--- src/rtl/stage12_fetch.sv ---
// Parametrised fetch/decode front end: byte-serial instruction fetch from a
// registered RAM, opcode decode and a valid/ready token to stage 3.
module stage12_fetch #(
  parameter int ADDR_W      = 16,
  parameter int INSTR_BYTES = 4,
  parameter int RAM_LAT     = 2,
  parameter logic [ADDR_W-1:0] RESET_PC = '0
) (
  input  logic                     ram_clk,
  input  logic                     rst,
  output logic [ADDR_W-1:0]        ram_address,
  output logic                     ram_write_enable,
  input  logic [7:0]               ram_data_out,
  output logic                     s3_valid,
  input  logic                     s3_ready,
  output logic [7:0]               s3_opcode,
  output logic [ADDR_W-1:0]        s3_pc,
  output logic                     stage3_read,
  output logic [ADDR_W-1:0]        stage3_read_address,
  output logic [8*INSTR_BYTES-1:0] instruction,
  output logic [ADDR_W-1:0]        pc,
  output logic                     illegal
);

  localparam int KW = $clog2(INSTR_BYTES);
  localparam int WW = $clog2(RAM_LAT);
  localparam logic [KW-1:0] K_LAST = KW'(INSTR_BYTES - 1);
  localparam logic [WW-1:0] W_LAST = WW'(RAM_LAT - 1);
  localparam logic [ADDR_W-1:0] STEP = ADDR_W'(INSTR_BYTES);

  typedef enum logic [1:0] {
    FETCH  = 2'd0,
    DECODE = 2'd1,
    OFFER  = 2'd2
  } state_t;

  state_t state, state_n;
  logic [KW-1:0] k;
  logic [WW-1:0] w;

  logic [7:0] op;
  logic [7:0] opnd;
  logic op_read, op_jump, op_nop;
  logic [ADDR_W-1:0] pc_dec;
  logic byte_done;

  assign op   = instruction[7:0];
  assign opnd = instruction[15:8];
  assign byte_done = (w == W_LAST);

  always_ff @(posedge ram_clk or negedge rst) begin
    if (!rst) state <= FETCH;
    else      state <= state_n;
  end

  always_comb begin
    state_n = state;
    unique case (state)
      FETCH:   if (byte_done && k == K_LAST) state_n = DECODE;
      DECODE:  state_n = OFFER;
      OFFER:   if (s3_ready) state_n = FETCH;
      default: state_n = FETCH;
    endcase
  end

  always_comb begin
    ram_address      = pc + ADDR_W'(k);
    ram_write_enable = 1'b0;
    op_read = (op == 8'd1);
    op_jump = (op == 8'd2);
    op_nop  = (op == 8'd0);
    pc_dec  = pc + STEP;
    unique case (1'b1)
      op_jump: pc_dec = pc - ADDR_W'(opnd) * STEP;
      default: pc_dec = pc + STEP;
    endcase
  end

  always_ff @(posedge ram_clk or negedge rst) begin
    if (!rst) begin
      k                   <= '0;
      w                   <= '0;
      pc                  <= RESET_PC;
      instruction         <= '0;
      s3_valid            <= 1'b0;
      s3_opcode           <= '0;
      s3_pc               <= '0;
      stage3_read         <= 1'b0;
      stage3_read_address <= '0;
      illegal             <= 1'b0;
    end else begin
      unique case (state)
        FETCH: begin
          if (byte_done) begin
            instruction[int'(k)*8 +: 8] <= ram_data_out;
            w <= '0;
            k <= (k == K_LAST) ? '0 : k + KW'(1);
          end else begin
            w <= w + WW'(1);
          end
        end
        DECODE: begin
          s3_pc       <= pc;
          s3_opcode   <= op;
          stage3_read <= op_read;
          s3_valid    <= 1'b1;
          pc          <= pc_dec;
          if (op_read) stage3_read_address <= ADDR_W'(opnd);
          if (!(op_read || op_jump || op_nop)) illegal <= 1'b1;
        end
        OFFER: begin
          if (s3_ready) begin
            s3_valid <= 1'b0;
            k        <= '0;
            w        <= '0;
          end
        end
        default: ;
      endcase
    end
  end

endmodule

--- config.mk ---
export PLATFORM = sky130hd
export DESIGN_NAME = stage12_fetch
export DESIGN_NICKNAME = d
export VERILOG_FILES = /design/src/rtl/stage12_fetch.sv
export SDC_FILE = /design/constraint.sdc
export NUM_CORES = 1
export LEC_CHECK = 0
export CAP_MARGIN = 20
export CORE_MARGIN = 1
export CORE_UTILIZATION = 35
export DETAILED_ROUTE_END_ITERATION = 7
export PLACE_DENSITY_LB_ADDON = 0.05
export SLEW_MARGIN = 20
export SYNTH_ARGS = -nofsm -noshare
export SYNTH_HDL_FRONTEND = slang
export SYNTH_SLANG_ARGS = --single-unit
export TNS_END_PERCENT = 50
--- constraint.sdc ---
create_clock -name ram_clk -period 2.55 [get_ports ram_clk]
set_input_delay 0.51 -clock ram_clk [delete_from_list [all_inputs] [get_ports ram_clk]]
set_output_delay 0.51 -clock ram_clk [all_outputs]
set_load 0.02 [all_outputs]
==> results.md, run 1 <==
- R2r setup slk: -0.08 ns
- I/O pin cnt: 119
- Clock Root Buffer: clkbuf_16
- Avg WL per Cell: 15.3 um
- Final setup violation count: 2
- CTS H-Tree Depth: 3
- GPL Wtd Cong: 0.800
- Slew Viols, Final: 0
- Status: finished with violations
- Clk_lat worst skew: 0.35 ns
- Starting density of the core: 0.365
- Sink Count: 84
- Iter 0 DRT Violations: 189
- CTS tree: done
- Inserted Diodes: 0
- Nets: 658
- Int Pwr: 3.91 mW
- Largest net degree at the start of global routing: 39
- Comb power frac: 0.497
- # DRC: 8
- Fin crit share: 1.03
- Die Y: 112 um
- Total CTS buffers: 9
- Final cell count without fillers: 775
- Clk buf depth: 2
- Place WS: -0.204 ns
- Number of hold violations in the final report: 0
- Reg power frac: 0.313
- Placed instance area: 5650 um^2
- Area delta synth->final: 50.2%
- Pwr/cell area: 1030 nW/um^2
- Die area: 12,600 um^2
- WP data required: 2.76 ns
- Worst EP arrival: 2.84 ns
- First drt pass iteration count: 7
- Core ar.: 11,600 um^2
- Unique masters post-synth: 44
- YS warnings: 0
- CP endpoint kind: flop
- Final Util: 0.548
- Slew headroom: 0.636
- Overall Power: 6.57 mW
- Clock power frac: 0.190
- #FFs+latches synth: 84
- CTS Hold Buffers Added: 0
- GR Overflow Total: 0
- Die Span X: 112 um
- Sequential fraction of the synthesis area: 0.496
- Unrepaired setup endpoints after global routing: yes
- Leakage power: 2.92 nW
- Post-route antenna net violation count: 0
- Final TNS setup: -0.0783 ns
- Total track usage: 0.204
- Mapped Area: 4240 um^2
- Maximum vdd drop: 0.565 mV
- Share of layout cells above drive strength 1: 0.228
- Vias/cell: 4.79
- Vias in the first global route: 3,726
- Clock transition at path regs: 0.06 ns
- Clock skew: 0.00782 ns
- Slew @ Worst Pin: 0.546 ns
- Reg2reg end: pc[15]
- FF-to-FF Start: instruction[4]
- HP Class: input port to async pin
- Cell Rows: 39
- Input/output buffers: 105
- Hold_ws: 0.147 ns
- Worst setup margin: -0.0774 ns
- Vias: 3,715
- Detailed Place HPWL: 8.21 mm
- Switching Share: 0.404
- Sw Pwr: 2.65 mW
- Crit path time final: 2.63 ns
- Post-route cell area: 6360 um^2
- Failing checks: DRC, setup timing
- Max Cap Viol: 0
- Synth Area per Inst: 8.98 um^2
- Max FO, Critical Path: 6
- Post-Route WL: 11.9 mm
- Max Clock Freq: 381 MHz
- First-pass GRT wire length: 19.7 mm
- Placed cells: 737
- Cells after synthesis: 472
- Startpoint Class: flop
- FILL cells: 1,084
- Initial antenna violation count: 0
- Worst r2r path cells: 11
- Setup CP Type: flop to flop
[power by group through the flow]
stage	Sequential, mW	Combinational [mW]	Clock [mW]
3_5_place_dp	2.06	2.98	0
4_1_cts	2.06	3.24	1.28
2_1_floorplan	2.40	1.27	0
6_report	2.06	3.26	1.25
3_3_place_gp	2.05	2.95	0
5_1_grt	2.12	3.57	1.34
[placed cells by master, fill, tap and decap left out, types with 3 or more instances in the layout]
cell	Yosys	layout
nand2_1	158	155
clkdlybuf4s50_1	0	104
dfrtp_1	84	80
buf_4	27	68
o21ai_0	50	48
conb_1	1	13
ha_1	19	12
a21oi_1	15	9
clkbuf_16	0	9
inv_1	10	8
mux2_2	8	8
nor3_1	7	7
nand3_1	7	7
ha_4	0	7
nor2_1	11	6
a21o_1	5	5
xor2_1	5	5
nor2_4	0	4
nand2b_1	7	4
or4_1	4	4
clkinvlp_4	0	4
dfrtp_2	0	4
nand2_2	0	3
a21oi_2	0	3
o2111ai_1	5	3
a21oi_4	0	3
buf_6	1	3
[routing by layer]
layer	track usage	wire length (um)	vias up
met5	0	0	-
met4	0.0747	176	0
met3	0.0389	755	11
met2	0.306	5270	102
met1	0.293	5660	1755
li1	-	-	1847
[worst max path at each step]
stage                   start  endpoint  slack [ns]  depth (start not counted)
2_1_floorplan  instruction[4]    pc[15]       -0.09                         12
3_3_place_gp   instruction[4]    pc[15]       -0.16                         11
3_5_place_dp   instruction[4]    pc[15]       -0.20                         11
4_1_cts        instruction[3]    pc[15]       -0.09                         10
5_1_grt        instruction[4]    pc[15]       -0.18                         11
6_report       instruction[4]    pc[15]       -0.08                         11
[synthesized netlist by cell type]
master | n | area (um^2)
a2111o_1 | 1 | 11.3
a21boi_0 | 1 | 7.51
a21o_1 | 5 | 37.5
a21oi_1 | 15 | 75.1
a221oi_1 | 1 | 8.76
a2bb2oi_1 | 1 | 8.76
a31oi_1 | 1 | 6.26
and2_1 | 2 | 12.5
and3_1 | 3 | 18.8
buf_1 | 5 | 18.8
buf_2 | 1 | 5.00
buf_4 | 27 | 203
buf_6 | 1 | 11.3
clkbuf_1 | 10 | 37.5
conb_1 | 1 | 3.75
dfrtp_1 | 84 | 2100
fa_1 | 1 | 20.0
ha_1 | 19 | 238
inv_1 | 10 | 37.5
mux2_2 | 8 | 90.1
nand2_1 | 158 | 593
nand2b_1 | 7 | 43.8
nand3_1 | 7 | 35.0
nand3_2 | 1 | 10.0
nand3b_1 | 1 | 7.51
nand4b_1 | 1 | 8.76
nor2_1 | 11 | 41.3
nor2b_1 | 4 | 25.0
nor3_1 | 7 | 35.0
nor3b_1 | 1 | 7.51
nor4_1 | 2 | 12.5
nor4_2 | 1 | 12.5
nor4b_2 | 1 | 15.0
o2111ai_1 | 5 | 43.8
o21ai_0 | 50 | 250
o21ai_1 | 1 | 5.00
o21ai_2 | 1 | 8.76
o22ai_1 | 1 | 6.26
o31ai_1 | 1 | 7.51
or2_2 | 1 | 6.26
or4_1 | 4 | 30.0
or4b_1 | 1 | 10.0
xnor2_1 | 3 | 26.3
xor2_1 | 5 | 43.8
[cell families (layout without fill, tap and decap cells)]
kind of cell	after synthesis	in the layout	synth area share
simple gates	213	213	0.218
compound gates	84	84	0.112
buf+inv	54	202	0.0738
other cells	1	13	0.000885
xor+xnor	8	8	0.0165
fa+ha+maj	20	20	0.0608
flops	84	84	0.496
mux	8	8	0.0213
[area by class of cell]
type | count | area, um^2 | share of cell area
timing repair inverter | 1 | 7.51 | 0.00118
multi-input combinational | 346 | 2160 | 0.340
tap | 143 | 179 | 0.0281
clock inverter | 5 | 36.3 | 0.00570
inverter | 10 | 42.5 | 0.00668
timing repair buffer | 175 | 1590 | 0.249
clock buffer | 11 | 243 | 0.0381
sequential | 84 | 2110 | 0.331
[state kept, by name, indices dropped and copies added, names as in the netlist, 2 cells and up]
signal / cells
state: 2
pc: 14
s3_pc: 14
s3_opcode: 8
stage3_read_address: 8
instruction: 32
k: 2
[critical path, cell delays in order (launching register included)]
cell	delay, ns
dfrtp_2	0.42
nor4_4	0.32
nand2_2	0.15
buf_6	0.17
nor2_4	0.09
ha_4	0.21
a21o_1	0.18
a21oi_4	0.16
a21oi_4	0.09
nor2_4	0.14
nor2_1	0.05
or4_1	0.51
[repair_timing]
item,CTS,global route
setup endpoints to repair,9,9
setup buffers,18,3
pin swaps,18,20
cloned,1,0
gates resized for setup,34,15
Power figures use the tool's default switching activity.
==> inputs of run 2 (changes only) <==
- clock period: 2.55 -> 2.7 ns (I/O delays scaled with it)
==> results.md, run 2 (synthesis gave the netlist of run 1 again) <==
- Clock transition at path regs: 0.06 ns (about the same)
- Biggest register: instruction
- Area delta synth->final: 47.2%
- Max Cap Viol: 0 (unchanged)
- Status: finished with violations
- Crit path time final: 2.77 ns (+0.138 ns)
- Sink Count: 84 (unchanged)
- Slew headroom: 0.619 (-0.0170)
- CP endpoint kind: flop
- Area of the multi-input gates: 2090 um^2 (-3.6%)
- Worst EP arrival: 2.98 ns (+0.14 ns)
- Core ar.: 11,600 um^2 (unchanged)
- Vias/cell: 4.76 (-0.60%)
- GPL Wtd Cong: 0.806 (+0.69%)
- I/O pin cnt: 119 (unchanged)
- Die Y: 112 um (unchanged)
- Vias in the first global route: 3,615 (-3.0%)
- Worst r2r path cells: 11 (unchanged)
- Inserted Diodes: 0 (unchanged)
- Sequential cell area: 2110 um^2 (unchanged)
- Slew @ Worst Pin: 0.571 ns (+0.0256 ns)
- Slew Viols, Final: 0 (unchanged)
- WP data required: 2.91 ns (+0.15 ns)
- Final cell count without fillers: 761 (-1.8%)
- Clock skew: 0.00555 ns (-0.00227 ns)
- Iter 0 DRT Violations: 194 (+2.6%)
- Maximum vdd drop: 0.557 mV (-1.4%)
- CTS tree: done
- Pwr/cell area: 998 nW/um^2 (-3.3%)
- Overall Power: 6.22 mW (-5.2%)
- Setup CP Type: flop to flop
- HP Class: input port to async pin
- Clk_lat worst skew: 0.34 ns (about the same)
- Clock Root Buffer: clkbuf_16
- Final Util: 0.537 (-0.0109)
- Unrepaired setup endpoints after global routing: yes
- Post-route antenna net violation count: 0 (unchanged)
- Clk buf depth: 2 (unchanged)
- Nets: 645 (-2.0%)
- Startpoint Class: flop
- First drt pass iteration count: 6 (-1)
- Share of layout cells above drive strength 1: 0.199 (-0.0288)
- Vias: 3,626 (-2.4%)
- Final setup violation count: 2 (unchanged)
- Input/output buffers: 105 (unchanged)
- Number of hold violations in the final report: 0 (unchanged)
- First-pass GRT wire length: 18.8 mm (-5.0%)
- Max Clock Freq: 362 MHz (-5.0%)
- Largest net degree at the start of global routing: 45 (+15%)
- Worst setup margin: -0.0656 ns (+0.0118 ns)
- Top flop regs: instruction x32, pc x14, s3_pc x14
- GR Overflow Total: 0 (unchanged)
- Max FFs per register: 32 (unchanged)
- FILL cells: 1,103 (+1.8%)
- Starting density of the core: 0.365 (unchanged)
- Detailed Place HPWL: 7.99 mm (-2.7%)
- Commonest non-fill, non-tap cell in the layout: nand2_1
- Hold_ws: 0.195 ns (+0.0476 ns)
- Initial antenna violation count: 0 (unchanged)
- Leakage power: 2.87 nW (-1.8%)
- # DRC: 7 (-1)
- Post-Route WL: 11.5 mm (-2.8%)
- Total track usage: 0.192 (-0.0112)
- Total CTS buffers: 9 (unchanged)
- Avg WL per Cell: 15.1 um (-1.0%)
- Die Span X: 112 um (unchanged)
- Place WS: -0.236 ns (-0.0319 ns)
- CTS Hold Buffers Added: 0 (unchanged)
- Fin crit share: 1.02 (-0.00606)
- Cell Rows: 39 (unchanged)
- Commonest non-fill, non-tap cells in the layout: nand2_1, clkdlybuf4s50_1, dfrtp_1
- Failing checks: DRC, setup timing
- Max FO, Critical Path: 6 (unchanged)
- CTS H-Tree Depth: 3 (unchanged)
- Placed cells: 728 (-1.2%)
- Die area: 12,600 um^2 (unchanged)
-- run 2: where the power goes --
part	internal, mW	leakage [nW]	switching (mW)
Sequential	1.61	1.13	0.338
Combinational	1.35	1.58	1.57
Clock	0.854	0.158	0.502
-- run 2: path summary, 6_finish.rpt --
path                                 from  slack [ns]              to
setup / recovery           instruction[4]       -0.07          pc[15]
hold / removal                        rst        0.19       s3_pc[12]
setup reg to reg           instruction[4]       -0.07          pc[15]
hold reg to reg              s3_opcode[3]        0.47    s3_opcode[3]
max in group asynchronous             rst        1.86  instruction[0]
min in group ram_clk         s3_opcode[3]        0.47    s3_opcode[3]
-- run 2: through the flow --
stage	setup TNS, ns	area (um^2)
after global placement	-0.634	5570
final	-0.0682	6240
after floorplan	-0.0216	4300
after global routing	-0.874	6240
after CTS	-0.288	6040
after detailed placement	-1.02	5570
-- run 2: timing repair --
| item | in CTS | in global routing |
|---|---|---|
| pin swaps | 9 | 14 |
| buffers inserted | 11 | 7 |
| endpoints found under the setup margin | 7 | 9 |
| endpoints found under the hold margin | 0 | 0 |
| gates resized for setup | 17 | 24 |
| cloned | 0 | 0 |
-- run 2: layout make-up --
class                      count  area share
sequential                    84       0.338
multi-input combinational    346       0.335
timing repair buffer         163       0.240
clock buffer                  11      0.0405
tap                          143      0.0287
clock inverter                 4      0.0116
inverter                      10     0.00642
-- run 2: critical path, stage by stage, from the launching register on --
cell	delay, ns
dfrtp_2	0.42
nor4_4	0.32
nand2_2	0.17
inv_4	0.12
buf_4	0.11
ha_1	0.26
a21oi_2	0.23
o21ai_4	0.11
nand3_1	0.10
o2111ai_1	0.12
a21o_1	0.16
or4_1	0.51
-- run 2: routing by layer --
layer,GRT usage,wire length (um),share of wire,up-vias
met1,0.272,5500,0.48,1699
met4,0.0587,131,0.011,0
met2,0.297,5310,0.46,91
met5,0,0,0,-
li1,-,-,-,1825
met3,0.0410,591,0.051,11
